--- config.mk ---
export PLATFORM = sky130hd
export DESIGN_NAME = step_ctrl
export DESIGN_NICKNAME = d
export VERILOG_FILES = /design/src/rtl/step_ctrl_pkg.sv /design/src/rtl/btn_debounce.sv /design/src/rtl/step_ctrl.sv
export SDC_FILE = /design/constraint.sdc
export NUM_CORES = 1
export LEC_CHECK = 0
export ABC_AREA = 1
export CAP_MARGIN = 30
export CORE_ASPECT_RATIO = 2
export CORE_MARGIN = 2
export CORE_UTILIZATION = 50
export DETAILED_ROUTE_END_ITERATION = 7
export PLACE_DENSITY = 0.72
export SLEW_MARGIN = 20
export SYNTH_ARGS = -nofsm -noshare
export SYNTH_HDL_FRONTEND = slang
export SYNTH_SLANG_ARGS = --single-unit
--- constraint.sdc ---
create_clock -name clk -period 1.4 [get_ports clk]
set_input_delay 0.14 -clock clk [delete_from_list [all_inputs] [get_ports clk]]
set_output_delay 0.14 -clock clk [all_outputs]
set_load 0.02 [all_outputs]
--- src/rtl/step_ctrl_pkg.sv ---
// Shared types and defaults for the step control front end.
// Latency: n/a (types and constants only).
// Backpressure: n/a.
package step_ctrl_pkg;

  // Debouncer states: two stable levels, each with an arming state toward the other.
  typedef enum logic [1:0] {
    IDLE   = 2'b00,
    ARM_HI = 2'b01,
    HELD   = 2'b10,
    ARM_LO = 2'b11
  } deb_state_t;

  // One step per second and a 20 ms debounce window at 50 MHz.
  localparam int DEF_DIV         = 50_000_000;
  localparam int DEF_DEB_CYCLES  = 1_000_000;
  localparam int DEF_SYNC_STAGES = 2;

endpackage

--- src/rtl/btn_debounce.sv ---
// Synchronizes one raw button and emits a single-cycle press on a qualified rising level.
// Latency: press is high in the cycle after SYNC_STAGES + DEB_CYCLES cycles of stable high input.
// Backpressure: none; press is a fire-and-forget pulse.
module btn_debounce
  import step_ctrl_pkg::*;
#(
  parameter int DEB_CYCLES  = DEF_DEB_CYCLES,
  parameter int SYNC_STAGES = DEF_SYNC_STAGES
) (
  input  logic clk,
  input  logic rst_n,
  input  logic btn_raw,
  output logic press
);

  localparam int CW = $clog2(DEB_CYCLES + 1);
  localparam logic [CW-1:0] CNT_MAX = CW'(DEB_CYCLES);
  localparam logic [CW-1:0] CNT_ONE = CW'(1);

  logic [SYNC_STAGES-1:0] sync_q;
  logic                   synced;
  deb_state_t             state, state_nxt;
  logic [CW-1:0]          cnt, cnt_nxt;

  assign synced = sync_q[SYNC_STAGES-1];

  // Metastability chain: shift the raw button in at the bottom.
  always_ff @(posedge clk) begin
    if (!rst_n) sync_q <= '0;
    else        sync_q <= {sync_q[SYNC_STAGES-2:0], btn_raw};
  end

  // Debounce state and qualification counter.
  always_ff @(posedge clk) begin
    if (!rst_n) begin
      state <= IDLE;
      cnt   <= '0;
    end else begin
      state <= state_nxt;
      cnt   <= cnt_nxt;
    end
  end

  // Next state; press fires only on the ARM_HI -> HELD transition, so release is silent.
  // The counter stops at CNT_MAX because it only increments while below it.
  always_comb begin
    state_nxt = state;
    cnt_nxt   = cnt;
    press     = 1'b0;
    case (state)
      IDLE: begin
        if (synced) begin
          state_nxt = ARM_HI;
          cnt_nxt   = CNT_ONE;
        end
      end
      ARM_HI: begin
        if (!synced) begin
          state_nxt = IDLE;
        end else if (cnt == CNT_MAX) begin
          state_nxt = HELD;
          press     = 1'b1;
        end else begin
          cnt_nxt = cnt + CNT_ONE;
        end
      end
      HELD: begin
        if (!synced) begin
          state_nxt = ARM_LO;
          cnt_nxt   = CNT_ONE;
        end
      end
      ARM_LO: begin
        if (synced) begin
          state_nxt = HELD;
        end else if (cnt == CNT_MAX) begin
          state_nxt = IDLE;
        end else begin
          cnt_nxt = cnt + CNT_ONE;
        end
      end
      default: state_nxt = IDLE;
    endcase
  end

endmodule

--- src/rtl/step_ctrl.sv ---
// Button-driven direction/pause toggles plus a periodic one-cycle step enable for the LED rotator.
// Latency: step registered, period DIV; dir/paused toggle on the edge the debounced press is seen.
// Backpressure: none; the rotator must consume step on the cycle it is high.
module step_ctrl
  import step_ctrl_pkg::*;
#(
  parameter int DIV         = DEF_DIV,
  parameter int DEB_CYCLES  = DEF_DEB_CYCLES,
  parameter int SYNC_STAGES = DEF_SYNC_STAGES
) (
  input  logic clk,
  input  logic rst_n,
  input  logic btn_dir,
  input  logic btn_pause,
  output logic step,
  output logic dir,
  output logic paused
);

  localparam int PW = $clog2(DIV);
  localparam logic [PW-1:0] PRE_MAX = PW'(DIV - 1);
  localparam logic [PW-1:0] PRE_ONE = PW'(1);

  logic          press_dir;
  logic          press_pause;
  logic [PW-1:0] pre_cnt;

  btn_debounce #(
    .DEB_CYCLES  (DEB_CYCLES),
    .SYNC_STAGES (SYNC_STAGES)
  ) u_deb_dir (
    .clk     (clk),
    .rst_n   (rst_n),
    .btn_raw (btn_dir),
    .press   (press_dir)
  );

  btn_debounce #(
    .DEB_CYCLES  (DEB_CYCLES),
    .SYNC_STAGES (SYNC_STAGES)
  ) u_deb_pause (
    .clk     (clk),
    .rst_n   (rst_n),
    .btn_raw (btn_pause),
    .press   (press_pause)
  );

  // Prescaler: wraps every DIV cycles and registers step; frozen (count held) while paused.
  always_ff @(posedge clk) begin
    if (!rst_n) begin
      pre_cnt <= '0;
      step    <= 1'b0;
    end else if (paused) begin
      step <= 1'b0;
    end else if (pre_cnt == PRE_MAX) begin
      pre_cnt <= '0;
      step    <= 1'b1;
    end else begin
      pre_cnt <= pre_cnt + PRE_ONE;
      step    <= 1'b0;
    end
  end

  // Toggle registers; both can flip on the same edge.
  always_ff @(posedge clk) begin
    if (!rst_n) begin
      dir    <= 1'b1;
      paused <= 1'b0;
    end else begin
      if (press_dir)   dir    <= ~dir;
      if (press_pause) paused <= ~paused;
    end
  end

endmodule

==> qor.yml <==
status: "finished, violations left"
violations: "negative setup slack"
grtUsageTotal_pct: 31.60
start_util_pct: 51.03
final_common_cell: "nand2_1"
drv_cap: 0
crit_chain: "inv_4 > ha_4 > nand2_4 > nor3_4 > nand3_4 > buf_12 > nand2_8 > buf_4 > a21oi_2 > nor2_1"
drc: 0
drt_iter0_drc: 457
dr.pass1.iters: 8
wl_per_cell_um: 18.25
startpoint_type: "flip-flop"
p_leak_nw: 2.876
synth_seq_area_share_pct: 35.42
critPathLaunch: "u_deb_dir.cnt[1]"
yosys_register_bits: 77
cp_top_family: "simple AND/OR/NAND/NOR gates"
regToRegStartpoint: "u_deb_dir.cnt[1]"
ioPinCount: 7
rows: 48
cts_root_buffer: "clkbuf_16"
overflow: 0
synth_fp_nets: 686
synth_top_area_share_pct: 35.42
cts.clk_slew.worst_paths_ps: 70
cts_buffers: 9
grt_antenna_before_repair: 0
fin_area_mm2: 0.006789
required_ps: 1670
cp-end-kind: "flip-flop"
clock_skew_ps: 13.16
fmax_mhz: 574.5
multi_input_area_mm2: 0.002964
critPathBufInv: 3
clkSinkCount: 77
min-delay-path-class: "in -> reg"
crit_path_top_delay_cell: "dfxtp_2"
yosysWarningCount: 0
timing.final.hold_violations: 0
die_h_um: 135.9
final_cell_mix: "146 x nand2_1, 138 x buf_4, 92 x nor2_1"
antenna_cells: 0
synth_cells: 677
coreArea_mm2: 0.008528
netlist_top_cells_area: "dfxtp_1 35%, nand2_1 15%, nor2_1 10%, inv_1 7.9%, nand3_1 4.7%"
io_buffer_count: 6
crit_type: "reg -> reg"
vias: 5559
crit_fanout: 6
hpwl_um: 9155
reg2reg_slack_ps: -340
reg2reg_depth: 10
cts_buffer_depth: 2
seqCellArea_mm2: 0.001579
power.density_mw_per_mm2: 786.2
min_from: "btn_pause"
grt_pass1_vias: 5281
antenna_left: 0
synthesis.area_mm2: 0.004352
dieArea_mm2: 0.009511
critPathArrivalTime_ps: 2020
clock_latency_ps: 360
synth-async-reset-ratio_pct: 0
die_x_um: 69.97
setup_viol: 67
cts_tree: "yes"
relSlewSlack_pct: 79.04
synth_edf_count: 0
grt_max_degree: 18
slowest_delay_ps: 350
gp_congestion: 0.9753
synth_flop_cell: "dfxtp_1"
fin_ws_ps: -340.7
wl_um: 17390
max-vdd-ir-drop_mv: 0.7536
cts-htree-levels: 3
fillers: 504
rsz0062_at_grt: "yes"
yosysTopAreaCell: "dfxtp_1"
post-route-min-period_ps: 1741
fin_nets: 857
min_to: "u_deb_pause.sync_q[0]"
syn2layout_area_growth_pct: 56.01
placed_cell_area_mm2: 0.005414
ys_types: 34
regToRegEndpoint: "u_deb_dir.cnt[10]"
syn_avg_cell_area_um2: 6.428
drv_slew: 0
grt_pass1_wl_um: 23710
drive_above_1_share_pct: 41.27
tightest_slew_ps: 313.6
vias_per_cell: 5.833
holdPathStages: 3
min_period_over_period_pct: 124.3
tns_ps: -11310
-- state kept, by name (all words and copies together) (netlist names), named ones only --
signal and cells:
dir 1, u_deb_dir.cnt 20, pre_cnt 26, step 1
u_deb_pause.state 1, u_deb_pause.cnt 20, paused 1, u_deb_dir.state 1
u_deb_pause.sync_q 2, u_deb_dir.sync_q 2
-- layout make-up --
type | count | area share [%]
multi-input cells | 495 | 43.66
flip-flops and latches | 77 | 23.26
repair buffers | 168 | 20.51
inverters | 97 | 5.584
clock buffers | 10 | 3.520
well taps | 100 | 1.843
clock inverters | 6 | 1.622
-- layer usage --
metal / global-route usage [%] / up-vias / part of all wire [%]
li1: - / 2488 / -
met1: 28.02 / 2568 / 32
met2: 58.78 / 337 / 51
met3: 5.930 / 166 / 5.9
met4: 27.99 / 0 / 11
met5: 0 / - / 0
-- how the worst max path moves through the flow --
stage	to	slack, ps	cells past startpoint
3_3_place_gp	u_deb_pause.cnt[14]	-180	10
4_1_cts	u_deb_pause.cnt[12]	-180	12
2_1_floorplan	u_deb_pause.cnt[0]	-30	10
6_report	u_deb_dir.cnt[10]	-340	10
3_5_place_dp	u_deb_pause.cnt[14]	-240	10
5_1_grt	u_deb_dir.cnt[13]	-360	9
-- repair_timing --
item / CTS / global route
setup endpoints to repair: 67 / 70
setup buffers: 24 / 21
hold buffers: 0 / 0
endpoints found under the hold margin: 0 / 0
pin swaps: 35 / 48
gates cloned: 4 / 0
resized for setup: 92 / 115
-- synth_stat cells (5+ instances only) --
library cell  number
xor2_1            12
nand2_2            5
dfxtp_1           77
o21ai_0           16
inv_2              5
nand3_1           41
nand2_1          177
nor3_2             6
nand4_1           23
a21oi_1           29
nor2_1           121
nor3b_1            5
o21ai_1            5
nor3_1            21
inv_1             92
ha_1               5
-- cells by family after synthesis --
kind of cell,count (synthesis),synth area share (%)
XOR/XNOR,14,2.990
adder cells (fa/ha/maj),5,1.438
flip-flops,77,35.42
buffers and inverters,108,10.06
AO/OA/AOI/OAI,55,6.786
AND/OR/NAND/NOR,418,43.30
-- worst reg2reg max path, stage by stage (launching register included) --
cell	delay [ps]
dfxtp_2	350
inv_4	90
ha_4	150
nand2_4	70
nor3_4	240
nand3_4	150
buf_12	170
nand2_8	110
buf_4	130
a21oi_2	50
nor2_1	160
-- report_power, final --
| part | leakage, nW | total (W) | internal (W) | switching (W) |
|---|---|---|---|---|
| logic | 2.08 | 0.000326 | 0.000137 | 0.000188 |
| clock network | 0.165 | 0.00278 | 0.00179 | 0.000996 |
| registers | 0.635 | 0.00223 | 0.00221 | 0.0000213 |
| total | 2.88 | 0.00534 | 0.00413 | 0.00121 |
-- through the flow --
step | setup slack (ps) | hold slack, ps | total power [W] | util, % | cells
after floorplan | -31.15 | 237.6 | 0.002384 | - | 677
after detailed placement | -235.3 | 400.4 | 0.002470 | 63.48 | 893
after CTS | -179.1 | 317.7 | 0.005216 | 73.68 | 936
after global routing | -361.7 | 345.6 | 0.005406 | 79.61 | 953
after global placement | -179.4 | 393.1 | 0.002461 | 63.48 | 893
final | -340.7 | 318.5 | 0.005337 | 79.61 | 953
Note: power is estimated with default switching activity, not from simulation.
